[src/rtl/rr_stream_mux.sv]
// N:1 valid/ready stream multiplexer with fixed-select or round-robin arbitration
// and a single-entry registered output stage.
module rr_stream_mux #(
    parameter int NUM_CH = 8,
    parameter int DATA_W = 8,
    parameter int SEL_W  = $clog2(NUM_CH)
) (
    input  logic                     clk,
    input  logic                     rst,
    input  logic                     mode,
    input  logic [SEL_W-1:0]         sel,
    input  logic [NUM_CH*DATA_W-1:0] in_data,
    input  logic [NUM_CH-1:0]        in_valid,
    output logic [NUM_CH-1:0]        in_ready,
    output logic [DATA_W-1:0]        out_data,
    output logic [SEL_W-1:0]         out_ch,
    output logic                     out_valid,
    input  logic                     out_ready
);

    logic [DATA_W-1:0]   r_out_data;
    logic [SEL_W-1:0]    r_out_ch;
    logic                r_out_valid;
    logic [SEL_W-1:0]    r_rr_ptr;

    logic                w_load_en;
    logic                w_fix_vld;
    logic [NUM_CH-1:0]   w_rot;
    logic [2*NUM_CH-1:0] w_dbl;
    logic [SEL_W-1:0]    w_rr_grant;
    logic [SEL_W-1:0]    w_grant;
    logic                w_grant_vld;
    logic                w_xfer;
    logic [DATA_W-1:0]   w_data;
    logic [SEL_W-1:0]    w_ptr_nxt;

    assign w_load_en = !r_out_valid || out_ready;

    // Fixed-mode validity; an out-of-range select matches no channel and never grants
    always_comb begin
        w_fix_vld = 1'b0;
        for (int i = 0; i < NUM_CH; i++) begin
            w_fix_vld = w_fix_vld | ((sel == SEL_W'(i)) & in_valid[i]);
        end
    end

    // Round-robin scan: rotate valids so bit 0 is rr_ptr, take the lowest set offset
    always_comb begin
        int off;
        int g;
        w_dbl = {in_valid, in_valid} >> r_rr_ptr;
        w_rot = w_dbl[NUM_CH-1:0];
        off   = 0;
        for (int j = NUM_CH - 1; j >= 0; j--) begin
            if (w_rot[j]) begin
                off = j;
            end else begin
                off = off;
            end
        end
        g = int'(r_rr_ptr) + off;
        if (g >= NUM_CH) begin
            g = g - NUM_CH;
        end else begin
            g = g;
        end
        w_rr_grant = SEL_W'(g);
    end

    // Grant selection by mode; in_ready is forced low while reset is held
    always_comb begin
        if (mode) begin
            w_grant     = w_rr_grant;
            w_grant_vld = |in_valid;
        end else begin
            w_grant     = sel;
            w_grant_vld = w_fix_vld;
        end
        w_xfer = w_load_en && w_grant_vld && !rst;
        for (int i = 0; i < NUM_CH; i++) begin
            in_ready[i] = w_xfer && (w_grant == SEL_W'(i));
        end
    end

    // Data mux driven only by the grant index, not by other channels' valids
    always_comb begin
        w_data = '0;
        for (int i = 0; i < NUM_CH; i++) begin
            w_data = w_data | ({DATA_W{w_grant == SEL_W'(i)}} & in_data[i*DATA_W +: DATA_W]);
        end
        w_ptr_nxt = (w_grant == SEL_W'(NUM_CH - 1)) ? '0 : w_grant + SEL_W'(1);
    end

    // Output register and round-robin pointer
    always_ff @(posedge clk) begin
        if (rst) begin
            r_out_data  <= '0;
            r_out_ch    <= '0;
            r_out_valid <= 1'b0;
            r_rr_ptr    <= '0;
        end else begin
            if (w_xfer) begin
                r_out_data  <= w_data;
                r_out_ch    <= w_grant;
                r_out_valid <= 1'b1;
            end else if (out_ready) begin
                r_out_valid <= 1'b0;
            end else begin
                r_out_valid <= r_out_valid;
            end
            if (w_xfer && mode) begin
                r_rr_ptr <= w_ptr_nxt;
            end else begin
                r_rr_ptr <= r_rr_ptr;
            end
        end
    end

    assign out_data  = r_out_data;
    assign out_ch    = r_out_ch;
    assign out_valid = r_out_valid;

endmodule
[config.mk]
export PLATFORM = sky130hd
export DESIGN_NAME = rr_stream_mux
export DESIGN_NICKNAME = d
export VERILOG_FILES = /design/src/rtl/rr_stream_mux.sv
export SDC_FILE = /design/constraint.sdc
export NUM_CORES = 1
export LEC_CHECK = 0
export CAP_MARGIN = 20
export CELL_PAD_IN_SITES_DETAIL_PLACEMENT = 1
export CELL_PAD_IN_SITES_GLOBAL_PLACEMENT = 2
export CORE_MARGIN = 2
export CORE_UTILIZATION = 19
export CTS_BUF_LIST = sky130_fd_sc_hd__clkbuf_8 sky130_fd_sc_hd__clkbuf_16
export DETAILED_ROUTE_END_ITERATION = 16
export GPL_ROUTABILITY_DRIVEN = 0
export PLACE_DENSITY = 0.74
export SYNTH_ARGS = -nofsm -noshare
export SYNTH_HDL_FRONTEND = slang
export SYNTH_SLANG_ARGS = --single-unit
[constraint.sdc]
create_clock -name clk -period 3.83 [get_ports clk]
set_input_delay 0.383 -clock clk [delete_from_list [all_inputs] [get_ports clk]]
set_output_delay 0.383 -clock clk [all_outputs]
set_load 0.03 [all_outputs]
==> results of run 1 <==
[cell type report]
cell class              instances  area share
clock inverters                 1    0.001021
repair buffers                160      0.4144
flip-flops and latches         15     0.08268
inverters                       6    0.006805
well taps                     111     0.03777
clock buffers                   3     0.01123
multi-input cells             164      0.4461
[cells by family (layout without fill, tap and decap cells)]
family,Yosys count,after routing,synth area share
simple gates,54,54,0.1786
buf+inv,22,170,0.05303
compound gates,71,72,0.2798
mux,29,29,0.2561
xor+xnor,1,1,0.004886
fa+ha+maj,8,8,0.06001
flops,15,15,0.1675
[per-layer routing]
metal	vias to the layer above	wire length [µm]
met4	0	73
met5	-	0
met1	1099	3655
li1	1104	-
met3	4	466
met2	66	4343
[cells in the mapped netlist, types with 3 or more instances]
cell | n | area share
sky130_fd_sc_hd__buf_1 | 4 | 0.0084
sky130_fd_sc_hd__nor3_1 | 4 | 0.011
sky130_fd_sc_hd__a31oi_1 | 6 | 0.021
sky130_fd_sc_hd__mux2i_1 | 5 | 0.028
sky130_fd_sc_hd__mux4_1 | 5 | 0.073
sky130_fd_sc_hd__nor2_1 | 19 | 0.040
sky130_fd_sc_hd__o311ai_0 | 4 | 0.020
sky130_fd_sc_hd__o31a_1 | 8 | 0.039
sky130_fd_sc_hd__and4_1 | 8 | 0.039
sky130_fd_sc_hd__a221oi_1 | 8 | 0.039
sky130_fd_sc_hd__mux4_2 | 5 | 0.063
sky130_fd_sc_hd__a21oi_1 | 6 | 0.017
sky130_fd_sc_hd__and3_1 | 6 | 0.021
sky130_fd_sc_hd__nand3_1 | 3 | 0.0084
sky130_fd_sc_hd__inv_1 | 5 | 0.010
sky130_fd_sc_hd__ha_1 | 7 | 0.049
sky130_fd_sc_hd__mux2_2 | 12 | 0.075
sky130_fd_sc_hd__a211oi_1 | 3 | 0.013
sky130_fd_sc_hd__a22oi_1 | 12 | 0.050
sky130_fd_sc_hd__dfxtp_1 | 15 | 0.17
sky130_fd_sc_hd__o21ai_0 | 16 | 0.045
sky130_fd_sc_hd__clkbuf_1 | 9 | 0.019
[critical path: stages, from the launching register on]
cell	delay (ns)
sky130_fd_sc_hd__dfxtp_4	0.42
sky130_fd_sc_hd__mux4_2	0.55
sky130_fd_sc_hd__mux2_4	0.31
sky130_fd_sc_hd__a21oi_2	0.11
sky130_fd_sc_hd__nor2_1	0.05
sky130_fd_sc_hd__nor2_1	0.09
sky130_fd_sc_hd__o21ba_2	0.14
sky130_fd_sc_hd__nor2_2	0.03
sky130_fd_sc_hd__ha_2	0.18
sky130_fd_sc_hd__fa_2	0.35
sky130_fd_sc_hd__xor2_2	0.20
sky130_fd_sc_hd__nor2_2	0.06
sky130_fd_sc_hd__and3_4	0.19
sky130_fd_sc_hd__nor3_4	0.13
sky130_fd_sc_hd__buf_6	0.14
sky130_fd_sc_hd__inv_4	0.04
sky130_fd_sc_hd__buf_6	0.12
sky130_fd_sc_hd__nor3_2	0.15
sky130_fd_sc_hd__buf_4	0.19
[power by group]
group | switching [mW] | internal, mW | total [mW] | leakage, nW
sequential | 0.0189 | 0.177 | 0.196 | 0.125
combinational | 0.354 | 0.427 | 0.781 | 1.27
clock | 0.0594 | 0.0710 | 0.130 | 0.0269
total | 0.432 | 0.676 | 1.11 | 1.42
[flip-flops by register name, summed over array words and instances, names as in the netlist]
register and flops:
out_ch 3, out_data 8, out_valid 1, r_rr_ptr 3
[stage by stage]
step | power (mW) | cells | util
2_1_floorplan | 0.5314 | 200 | -
3_3_place_gp | 0.8533 | 442 | 0.3542
3_5_place_dp | 0.8680 | 442 | 0.3542
4_1_cts | 1.070 | 458 | 0.3865
5_1_grt | 1.178 | 460 | 0.3999
6_report | 1.108 | 460 | 0.3999
[path summary, 6_finish.rpt]
path | end | slack [ns] | cells after the start | start
min | out_ch[0] | 0.52 | 2 | out_ch[0]
max reg2reg | out_data[4] | -0.12 | 20 | r_rr_ptr[1]
min reg2reg | out_ch[0] | 0.52 | 2 | out_ch[0]
max | in_ready[2] | -0.25 | 18 | r_rr_ptr[1]
[repair_timing]
item | CTS | global route
pin swaps | 18 | 19
buffers inserted | 13 | 5
gates cloned | 1 | 0
endpoints found under the setup margin | 17 | 18
gates resized for setup | 55 | 26
hold buffers | 0 | 0
hold endpoints to repair | 0 | 0
==> out/metrics.sh, run 1 <==
STATUS='finished, violations left'
FAILED_CHECKS='setup timing'
GR-USAGE-MET1=0.2018
FIN_WORST_SKEW_NS=0.004663
FP.DIEW_UM=101.1
FINALSETUPVIOLCOUNT=15
DRCVIOLATIONCOUNT=0
INSERTEDDIODECOUNT=0
FINISH.NET_COUNT=437
SETUP.WORST_PATH.END_CLASS='output pin'
WORST_SLACK_NS=-0.2520
GRT-BUSIEST-LAYER='met2'
PORT-BUFFER-COUNT=98
NUMBER_OF_ANTENNA_VIOLATIONS_AT_THE_FIRST_CHECK_IN_GLOBAL_ROUTING=0
WORST-SLEW-PIN-TRANSITION_NS=0.8493
FINAL_LAYOUT_SIZE_SUFFIX_GT1_FRAC=0.4126
SETUP_REPAIR_AFTER_GLOBAL_ROUTING_MISSED_ITS_MARGIN='true'
POST_SYNTH.CELL_AREA_AVG_UM2=8.965
DIE_AREA_UM2=10230
WORST_HOLD_PATH_TYPE='flip-flop to flip-flop'
CP.REQUIRED_NS=3.45
ROWS=35
CRITICALPATHCATEGORY='flip-flop to output pin'
PLACE_HPWL_UM=6581
VDD_DROP_MAX_mV=0.1147
GRT_USAGE=0.1564
HOLD_VIOL_FINAL=0
PERIOD_NEEDED_NS=4.082
SYNTH_ENABLE_FLOP_CELLS=0
VIAS_PER_CELL=4.941
CORE_REGION_AREA_UM2=9196
YS.FLOP_TYPE='sky130_fd_sc_hd__dfxtp_1'
HTREE_NUM_LEVELS=1
LAYOUT_COMMONEST_CELL='sky130_fd_sc_hd__clkdlybuf4s50_1'
WIRE_LENGTH_PER_CELL_AFTER_DETAILED_ROUTING_UM=18.56
MULTIINPUTGATEAREA_UM2=1640
CTS-BUFFERS-INSERTED=3
DETAIL_ROUTE.WIRELENGTH_UM=8538
WORST-PATH-MAX-FANOUT=8
USE_MET3=0.01863
VIAS_IN_THE_FIRST_GLOBAL_ROUTE=2400
MAPPEDNETLISTAREA_UM2=1793
GRT_START_MAX_NET_PINS=16
POST_DP_CELL_AREA_UM2=3257
YOSYS_WARNINGS=0
NETLIST_INSTANCES=200
WORSTPATHARRIVAL_NS=3.70
CTS.PATH.MAX_BUFFERS=2
FMAX_MHz=245.0
GRT_OVERFLOW_TOTAL=0
CLOCK_TREE_FROM_TRITONCTS='yes'
ASYNCSETRESETFLOPFRACSYNTH=0
FINAL_MIN_PERIOD_OVER_CLOCK_PERIOD=1.066
CTS.ROOT.BUFFER_CELL='sky130_fd_sc_hd__clkbuf_8'
SYNTHDISTINCTLIBCELLS=43
LAYOUT-AREA-OVERHEAD-VS-SYNTH_PCT=105.1
CLK_PIN_SLEW_WORST_PATHS_NS=0.06
DRV_CAP=0
POST-ROUTE-CELL-AREA_UM2=3677
GROUTE.LAYER.MET2.USAGE=0.2812
SYNTH-SEQ-AREA-SHARE=0.1675
KIND_OF_LAUNCH_POINT_OF_THE_WORST_SETUP_PATH='flip-flop'
GRT_PASS1_WL_UM=12560
WORST_SKEW_PAIR_LATENCY_NS=0.25
N_FILL_CELL=1049
HOLDWS_NS=0.5200
PRE_CTS_SLACK_NS=-0.6485
ANT_NETS=0
DR.FIRST_ITER.DRC_COUNT=52
POWER.DENSITY_CELL_AREA_nW_PER_UM2=301.3
NUMCLOCKSINKS=15
NUMBER_OF_FLIP_FLOPS_AND_LATCHES_IN_THE_SYNTHESIZED_NETLIST=15
SUM_OF_NEGATIVE_SETUP_SLACK_NS=-2.004
FP.DIEH_UM=101.1
NUM_IO_PINS=99
LAYOUT_COMMON_CELLS='sky130_fd_sc_hd__clkdlybuf4s50_1, sky130_fd_sc_hd__buf_4, sky130_fd_sc_hd__buf_6, sky130_fd_sc_hd__nor2_1, sky130_fd_sc_hd__dfxtp_1'
DRV_SLEW=0
ROUTED-VIA-COUNT=2273
DRTPASS1ITERATIONS=4
LEAKAGE_COMPONENT_OF_THE_POWER_nW=1.423
FF_LATCH_AREA_UM2=304.0
START_UTIL=0.1950
POSTSYNTHNETCOUNT=287
SLEW_HEADROOM=0.4326
Power figures use the tool's default switching activity.
==> inputs of run 2 (changes only) <==
--- a/config.mk
+++ b/config.mk
@@ -14,6 +14,7 @@
 export DETAILED_ROUTE_END_ITERATION = 16
 export GPL_ROUTABILITY_DRIVEN = 0
 export PLACE_DENSITY = 0.74
+export SLEW_MARGIN = 20
 export SYNTH_ARGS = -nofsm -noshare
 export SYNTH_HDL_FRONTEND = slang
 export SYNTH_SLANG_ARGS = --single-unit
==> results of run 2 <==
The final DEF is identical to that of run 1; final timing and power are the same.
